$ cat src/rtl/mc_control_fsm_if.sv
// Control bus between the multi-cycle MIPS datapath and its main control unit.
// The master is the datapath side; the slave is the controller.
interface mc_control_fsm_if;
  logic [5:0] Op;
  logic [5:0] funct;
  logic       Zero;
  logic [1:0] ALUOp;
  logic [1:0] ALUSrcA;
  logic [1:0] ALUSrcB;
  logic [1:0] PCSource;
  logic [1:0] RegDst;
  logic [1:0] MemtoReg;
  logic       PCWrite;
  logic       PCWriteCond;
  logic       RegWrite;
  logic       MemWrite;
  logic       MemRead;
  logic       IRWrite;
  logic       PCwen;

  modport master (
    output Op, funct, Zero,
    input  ALUOp, ALUSrcA, ALUSrcB, PCSource, RegDst, MemtoReg,
    input  PCWrite, PCWriteCond, RegWrite, MemWrite, MemRead, IRWrite, PCwen
  );

  modport slave (
    input  Op, funct, Zero,
    output ALUOp, ALUSrcA, ALUSrcB, PCSource, RegDst, MemtoReg,
    output PCWrite, PCWriteCond, RegWrite, MemWrite, MemRead, IRWrite, PCwen
  );
endinterface

$ cat src/rtl/mc_control_fsm.sv
// Multi-cycle MIPS main control unit: sequences fetch/decode/execute/memory/writeback,
// flags illegal opcodes and keeps cycle and retired-instruction counters.
module mc_control_fsm #(
  parameter int CNT_W = 32
) (
  input  logic             clk,
  input  logic             rst,
  mc_control_fsm_if.slave  bus,
  output logic             trap,
  output logic [3:0]       state_o,
  output logic [CNT_W-1:0] cycle_cnt,
  output logic [CNT_W-1:0] instr_cnt
);

  typedef enum logic [3:0] {
    FETCH     = 4'd0,
    DECODE    = 4'd1,
    MEM_ADDR  = 4'd2,
    MEM_READ  = 4'd3,
    MEM_WB    = 4'd4,
    MEM_WRITE = 4'd5,
    R_EXEC    = 4'd6,
    R_WB      = 4'd7,
    BRANCH    = 4'd8,
    JUMP      = 4'd9,
    JAL       = 4'd10,
    I_EXEC    = 4'd11,
    I_WB      = 4'd12,
    ILLEGAL   = 4'd13
  } state_e;

  localparam logic [5:0] OP_RTYPE = 6'h00;
  localparam logic [5:0] OP_J     = 6'h02;
  localparam logic [5:0] OP_JAL   = 6'h03;
  localparam logic [5:0] OP_BEQ   = 6'h04;
  localparam logic [5:0] OP_BNE   = 6'h05;
  localparam logic [5:0] OP_LUI   = 6'h0F;
  localparam logic [5:0] OP_LW    = 6'h23;
  localparam logic [5:0] OP_SW    = 6'h2B;

  state_e           state_q, state_d;
  logic             trap_q, trap_d;
  logic [CNT_W-1:0] cycle_cnt_q, cycle_cnt_d;
  logic [CNT_W-1:0] instr_cnt_q, instr_cnt_d;
  logic             retire;

  logic [1:0] alu_op, alu_src_a, alu_src_b, pc_source, reg_dst, mem_to_reg;
  logic       pc_write, pc_write_cond, reg_write, mem_write, mem_read, ir_write;
  logic       is_bne, pc_wen;

  always_ff @(posedge clk or negedge rst) begin
    if (!rst) begin
      state_q     <= FETCH;
      trap_q      <= 1'b0;
      cycle_cnt_q <= '0;
      instr_cnt_q <= '0;
    end else begin
      state_q     <= state_d;
      trap_q      <= trap_d;
      cycle_cnt_q <= cycle_cnt_d;
      instr_cnt_q <= instr_cnt_d;
    end
  end

  always_comb begin
    state_d = state_q;
    retire  = 1'b0;
    case (state_q)
      FETCH:    state_d = DECODE;
      DECODE: begin
        case (bus.Op)
          OP_RTYPE:                                   state_d = R_EXEC;
          OP_LW, OP_SW:                               state_d = MEM_ADDR;
          OP_BEQ, OP_BNE:                             state_d = BRANCH;
          OP_J:                                       state_d = JUMP;
          OP_JAL:                                     state_d = JAL;
          6'h09, 6'h0A, 6'h0B, 6'h0C, 6'h0D, OP_LUI:  state_d = I_EXEC;
          default:                                    state_d = ILLEGAL;
        endcase
      end
      MEM_ADDR: state_d = (bus.Op == OP_LW) ? MEM_READ : MEM_WRITE;
      MEM_READ: state_d = MEM_WB;
      R_EXEC:   state_d = R_WB;
      I_EXEC:   state_d = I_WB;
      MEM_WB, MEM_WRITE, R_WB, BRANCH, JUMP, JAL, I_WB: begin
        state_d = FETCH;
        retire  = 1'b1;
      end
      default:  state_d = ILLEGAL;
    endcase
  end

  // Trap latches on the edge that enters ILLEGAL and holds until reset.
  always_comb begin
    trap_d      = trap_q | (state_d == ILLEGAL);
    cycle_cnt_d = cycle_cnt_q + CNT_W'(1);
    instr_cnt_d = instr_cnt_q + (retire ? CNT_W'(1) : '0);
  end

  always_comb begin
    alu_op        = 2'b00;
    alu_src_a     = 2'b00;
    alu_src_b     = 2'b00;
    pc_source     = 2'b00;
    reg_dst       = 2'b00;
    mem_to_reg    = 2'b00;
    pc_write      = 1'b0;
    pc_write_cond = 1'b0;
    reg_write     = 1'b0;
    mem_write     = 1'b0;
    mem_read      = 1'b0;
    ir_write      = 1'b0;
    case (state_q)
      FETCH: begin
        ir_write  = 1'b1;
        alu_src_b = 2'b01;
        pc_write  = 1'b1;
      end
      DECODE:    alu_src_b = 2'b11;
      MEM_ADDR: begin
        alu_src_a = 2'b01;
        alu_src_b = 2'b10;
      end
      MEM_READ:  mem_read = 1'b1;
      MEM_WB: begin
        mem_to_reg = 2'b01;
        reg_write  = 1'b1;
      end
      MEM_WRITE: mem_write = 1'b1;
      R_EXEC: begin
        alu_op    = 2'b10;
        alu_src_a = (bus.funct inside {6'h00, 6'h02, 6'h03}) ? 2'b10 : 2'b01;
      end
      R_WB: begin
        reg_dst   = 2'b01;
        reg_write = 1'b1;
      end
      BRANCH: begin
        alu_src_a     = 2'b01;
        alu_op        = 2'b01;
        pc_source     = 2'b01;
        pc_write_cond = 1'b1;
      end
      JUMP: begin
        pc_source = 2'b10;
        pc_write  = 1'b1;
      end
      // ALU forms PC+4 of the already-incremented PC, giving fetch PC + 8 for r31.
      JAL: begin
        pc_source  = 2'b10;
        pc_write   = 1'b1;
        alu_src_b  = 2'b01;
        reg_dst    = 2'b10;
        mem_to_reg = 2'b10;
        reg_write  = 1'b1;
      end
      I_EXEC: begin
        alu_src_b = 2'b10;
        alu_op    = 2'b11;
        alu_src_a = (bus.Op == OP_LUI) ? 2'b11 : 2'b01;
      end
      I_WB:      reg_write = 1'b1;
      default: ;
    endcase
  end

  assign is_bne = (bus.Op == OP_BNE);
  assign pc_wen = pc_write | (pc_write_cond & (bus.Zero ^ is_bne));

  // Gating with rst kills every write the instant reset falls, without waiting for clk.
  assign bus.ALUOp       = rst ? alu_op        : 2'b00;
  assign bus.ALUSrcA     = rst ? alu_src_a     : 2'b00;
  assign bus.ALUSrcB     = rst ? alu_src_b     : 2'b00;
  assign bus.PCSource    = rst ? pc_source     : 2'b00;
  assign bus.RegDst      = rst ? reg_dst       : 2'b00;
  assign bus.MemtoReg    = rst ? mem_to_reg    : 2'b00;
  assign bus.PCWrite     = rst & pc_write;
  assign bus.PCWriteCond = rst & pc_write_cond;
  assign bus.RegWrite    = rst & reg_write;
  assign bus.MemWrite    = rst & mem_write;
  assign bus.MemRead     = rst & mem_read;
  assign bus.IRWrite     = rst & ir_write;
  assign bus.PCwen       = rst & pc_wen;

  assign trap      = trap_q;
  assign state_o   = state_q;
  assign cycle_cnt = cycle_cnt_q;
  assign instr_cnt = instr_cnt_q;

endmodule
$ cat src/flat_wrapper.sv
// flat-port wrapper written by rule: the top's interface ports become plain ports
module mc_control_fsm_flat 
#(
  parameter int CNT_W = 32
)
  (clk, rst, trap, state_o, cycle_cnt, instr_cnt, bus_Op, bus_funct, bus_Zero, bus_ALUOp, bus_ALUSrcA, bus_ALUSrcB, bus_PCSource, bus_RegDst, bus_MemtoReg, bus_PCWrite, bus_PCWriteCond, bus_RegWrite, bus_MemWrite, bus_MemRead, bus_IRWrite, bus_PCwen);
  mc_control_fsm_if bus_i ();
  input  logic clk;
  input  logic rst;
  output logic trap;
  output logic [3:0] state_o;
  output logic [CNT_W-1:0] cycle_cnt;
  output logic [CNT_W-1:0] instr_cnt;
  input wire logic [$bits(bus_i.Op)-1:0] bus_Op;
  input wire logic [$bits(bus_i.funct)-1:0] bus_funct;
  input wire logic [$bits(bus_i.Zero)-1:0] bus_Zero;
  output wire logic [$bits(bus_i.ALUOp)-1:0] bus_ALUOp;
  output wire logic [$bits(bus_i.ALUSrcA)-1:0] bus_ALUSrcA;
  output wire logic [$bits(bus_i.ALUSrcB)-1:0] bus_ALUSrcB;
  output wire logic [$bits(bus_i.PCSource)-1:0] bus_PCSource;
  output wire logic [$bits(bus_i.RegDst)-1:0] bus_RegDst;
  output wire logic [$bits(bus_i.MemtoReg)-1:0] bus_MemtoReg;
  output wire logic [$bits(bus_i.PCWrite)-1:0] bus_PCWrite;
  output wire logic [$bits(bus_i.PCWriteCond)-1:0] bus_PCWriteCond;
  output wire logic [$bits(bus_i.RegWrite)-1:0] bus_RegWrite;
  output wire logic [$bits(bus_i.MemWrite)-1:0] bus_MemWrite;
  output wire logic [$bits(bus_i.MemRead)-1:0] bus_MemRead;
  output wire logic [$bits(bus_i.IRWrite)-1:0] bus_IRWrite;
  output wire logic [$bits(bus_i.PCwen)-1:0] bus_PCwen;
  assign bus_i.Op = bus_Op;
  assign bus_i.funct = bus_funct;
  assign bus_i.Zero = bus_Zero;
  assign bus_ALUOp = bus_i.ALUOp;
  assign bus_ALUSrcA = bus_i.ALUSrcA;
  assign bus_ALUSrcB = bus_i.ALUSrcB;
  assign bus_PCSource = bus_i.PCSource;
  assign bus_RegDst = bus_i.RegDst;
  assign bus_MemtoReg = bus_i.MemtoReg;
  assign bus_PCWrite = bus_i.PCWrite;
  assign bus_PCWriteCond = bus_i.PCWriteCond;
  assign bus_RegWrite = bus_i.RegWrite;
  assign bus_MemWrite = bus_i.MemWrite;
  assign bus_MemRead = bus_i.MemRead;
  assign bus_IRWrite = bus_i.IRWrite;
  assign bus_PCwen = bus_i.PCwen;
  mc_control_fsm #(.CNT_W(CNT_W)) u_core (.clk(clk), .rst(rst), .bus(bus_i), .trap(trap), .state_o(state_o), .cycle_cnt(cycle_cnt), .instr_cnt(instr_cnt));
endmodule
$ cat config.mk
export PLATFORM = sky130hd
export DESIGN_NAME = mc_control_fsm_flat
export DESIGN_NICKNAME = d
export VERILOG_FILES = /design/src/rtl/mc_control_fsm_if.sv /design/src/rtl/mc_control_fsm.sv /design/src/flat_wrapper.sv
export SDC_FILE = /design/constraint.sdc
export NUM_CORES = 1
export LEC_CHECK = 0
export CORE_ASPECT_RATIO = 0.75
export CORE_MARGIN = 5
export CORE_UTILIZATION = 51
export DETAILED_ROUTE_END_ITERATION = 10
export GPL_TIMING_DRIVEN = 0
export PLACE_DENSITY = 0.83
export RECOVER_POWER = 100
export REMOVE_ABC_BUFFERS = 1
export SLEW_MARGIN = 20
export SYNTH_ARGS = -nofsm -noshare
export SYNTH_HDL_FRONTEND = slang
export SYNTH_SLANG_ARGS = --single-unit
$ cat constraint.sdc
create_clock -name clk -period 6.4 [get_ports clk]
set_input_delay 0.96 -clock clk [delete_from_list [all_inputs] [get_ports clk]]
set_output_delay 0.96 -clock clk [all_outputs]
set_load 0.1 [all_outputs]
==> results.ini <==
[global_route]
antenna_found_initial=0
grt_overflow=0
grt_pass1_vias=2771
grt_pass1_wl_um=13400
grt_max_degree=46
grt_usage=0.192

[cts]
insertion_delay_ns=0.33
h-tree-depth=3
cts_buffers=9
clock-sinks=69
cts_buffer_depth=2
postCtsSetupBuffers=0
cts.clk_slew.worst_paths_ns=0.07
cts_resized=0
ctsHoldBuffers=0
cts_tree=yes
root_buffer=clkbuf_8

[worst_setup_path]
worst_r2r_path_depth=9
ff2ff_setup_slack_ns=3.28
path_class=in2out
crit_path_end=bus_PCwen
r2r-start=u_core.state_o[0]
startpoint=bus_Op[3]
startpoint_type=primary input
worstPathRequired_ns=5.44
end_kind=output port
r2r_end=u_core.instr_cnt[26]
path_max_fanout=9
cp_data_arrival_time_ns=3.59

[power]
vdd_drop_max_mv=0.244
p_leak_uw=0.00235
powerDensity_nw_per_um2=320

[timing]
slew_headroom=0.327
fin_setup_tns_ns=0
rsz0062_at_grt=false
tightest_slew_ns=1.01
max_freq_ghz=0.220
hold_viol_final=0
setup-violations-final=0
finalCritPeriodShare=0.711
hold_ws_ns=0.473
drv_slew=0
skew_ns=0.00760
layout_min_cycle_time_ns=4.55

[floorplanning]
die_w_um=106
core_um2=6800
dieArea_um2=8770
ios=103
initial_core_util=0.524
die_y_um=82.4
rows=26

[synthesis]
post_synth_num_cell_types=45
synth_area_um2=3560
synth_warnings=0
synth_ff_type=dfrtp_1
postSynthAreaPerCell_um2=10.2
async_flop_share=1.00
synth-edff-count=0
ys_seq_area_frac=0.485
syn_inst=348
synth_seq_cells=69

[placement]
gp_congestion=0.855
io_buffers=102
placed_cell_area_um2=4650
dp_hpwl_um=6250

[route]
met3RoutedLength_um=381
wl_per_cell_um=15.2
dr.pass1.iters=4
drc=0
vias=2858
ant_nets=0
routed-wl-met2_um=3850
drt-met1-wl_um=3890
wl_um=8190
first_iter_violations=137
routed.top_layer=met4
routed_via_density=5.30

[run_status]
status=complete, no violations

[final_layout]
diodes=0
num-fill-cells=510
synthToLayoutAreaGrowth_pct=34.5
fin_area_um2=4790
utilization=0.704
final_nets=473
drive_gt1_frac=0.0527

[worst_hold_path]
hold_class=reg2reg
min-delay-start=u_core.trap

[job]
cap_violations=0

## how the worst min path moves through the flow
stage | cells past startpoint | endpoint | slack (ns)
after detailed placement | 1 | u_core.trap | 0.45
after floorplan | 0 | u_core.cycle_cnt[0] | 0.66
after global placement | 1 | u_core.trap | 0.44
final | 1 | u_core.trap | 0.47
after global routing | 1 | u_core.trap | 0.49
after CTS | 1 | u_core.trap | 0.48
## routing by layer
metal	vias up	track usage
li1	1409	-
met1	1369	0.258
met2	73	0.319
met3	7	0.0458
met4	0	0.0460
met5	-	0
## synth_stat cells, types with 4 or more instances
master | count | area, um2
a21oi_1 | 11 | 55.1
and2_1 | 5 | 31.3
and3_1 | 10 | 62.6
and4_1 | 8 | 70.1
clkbuf_1 | 7 | 26.3
dfrtp_1 | 69 | 1730
ha_1 | 7 | 87.6
inv_1 | 9 | 33.8
nand2_1 | 41 | 154
nand3_1 | 22 | 110
nand4_1 | 12 | 75.1
nor2_1 | 22 | 82.6
nor2b_1 | 4 | 25.0
nor3_1 | 12 | 60.1
o21ai_0 | 7 | 35.0
xnor2_1 | 45 | 394
xor2_1 | 18 | 158
## worst max-delay path: stages
cell and delay, ns:
clkdlybuf4s50_1 0.57, nor3_1 0.37, nand3_1 0.14, xnor2_1 0.20, a21o_1 0.15, dlygate4sd3_1 1.19
## where the power goes
| part | leakage [uW] | internal, uW | switching, uW | total, uW |
|---|---|---|---|---|
| Clock | 0.0000919 | 176 | 153 | 329 |
| Combinational | 0.00133 | 151 | 505 | 656 |
| Sequential | 0.000928 | 466 | 80.8 | 547 |
## flip-flops by register name, indices dropped and copies added (netlist names)
signal and count:
u_core.state_o 4, u_core.instr_cnt 32, u_core.cycle_cnt 32, u_core.trap 1
## layout make-up
type	instances	area, um2	share of cell area
repair buffers	103	1040	0.217
inverters	9	33.8	0.00706
flip-flops and latches	69	1730	0.361
well taps	84	105	0.0220
clock buffers	10	128	0.0267
multi-input cells	259	1700	0.356
clock inverters	5	52.6	0.0110
## per-stage QoR
step | total power, uW | cells | setup slack (ns)
6_report | 1530 | 539 | 1.85
5_1_grt | 1600 | 539 | 1.71
4_1_cts | 1570 | 539 | 1.92
3_5_place_dp | 1230 | 524 | 1.93
3_3_place_gp | 1220 | 523 | -0.635
2_1_floorplan | 1060 | 337 | 0.939
## kinds of logic after synthesis
family | Yosys count | share of synthesized area
fa+ha+maj | 8 | 0.0274
mux | 3 | 0.00879
compound gates | 27 | 0.0453
flops | 69 | 0.485
buf+inv | 20 | 0.0246
xor+xnor | 63 | 0.155
simple gates | 158 | 0.254
## placed cells by master, fill, tap and decap left out, types with 2 or more instances in the layout
cell type and instances:
nor4_1 3, nand3_1 22, o211ai_1 2, a21o_1 2
nand2_1 41, clkdlybuf4s50_1 12, and4_1 8, mux2i_1 2
clkinv_2 3, and3_1 10, and2_1 2, and3_2 3
nor2_1 22, nand4_4 2, nand4_1 13, nand2b_1 2
xor2_1 18, o21ai_0 7, nor2b_1 4, dfrtp_1 69
nand3b_1 3, a21oi_1 11, and2_0 3, ha_1 7
dlygate4sd3_1 89, inv_1 9, xnor2_1 45, or2_2 2
clkbuf_8 9, nor3_1 12
Power figures use the tool's default switching activity.
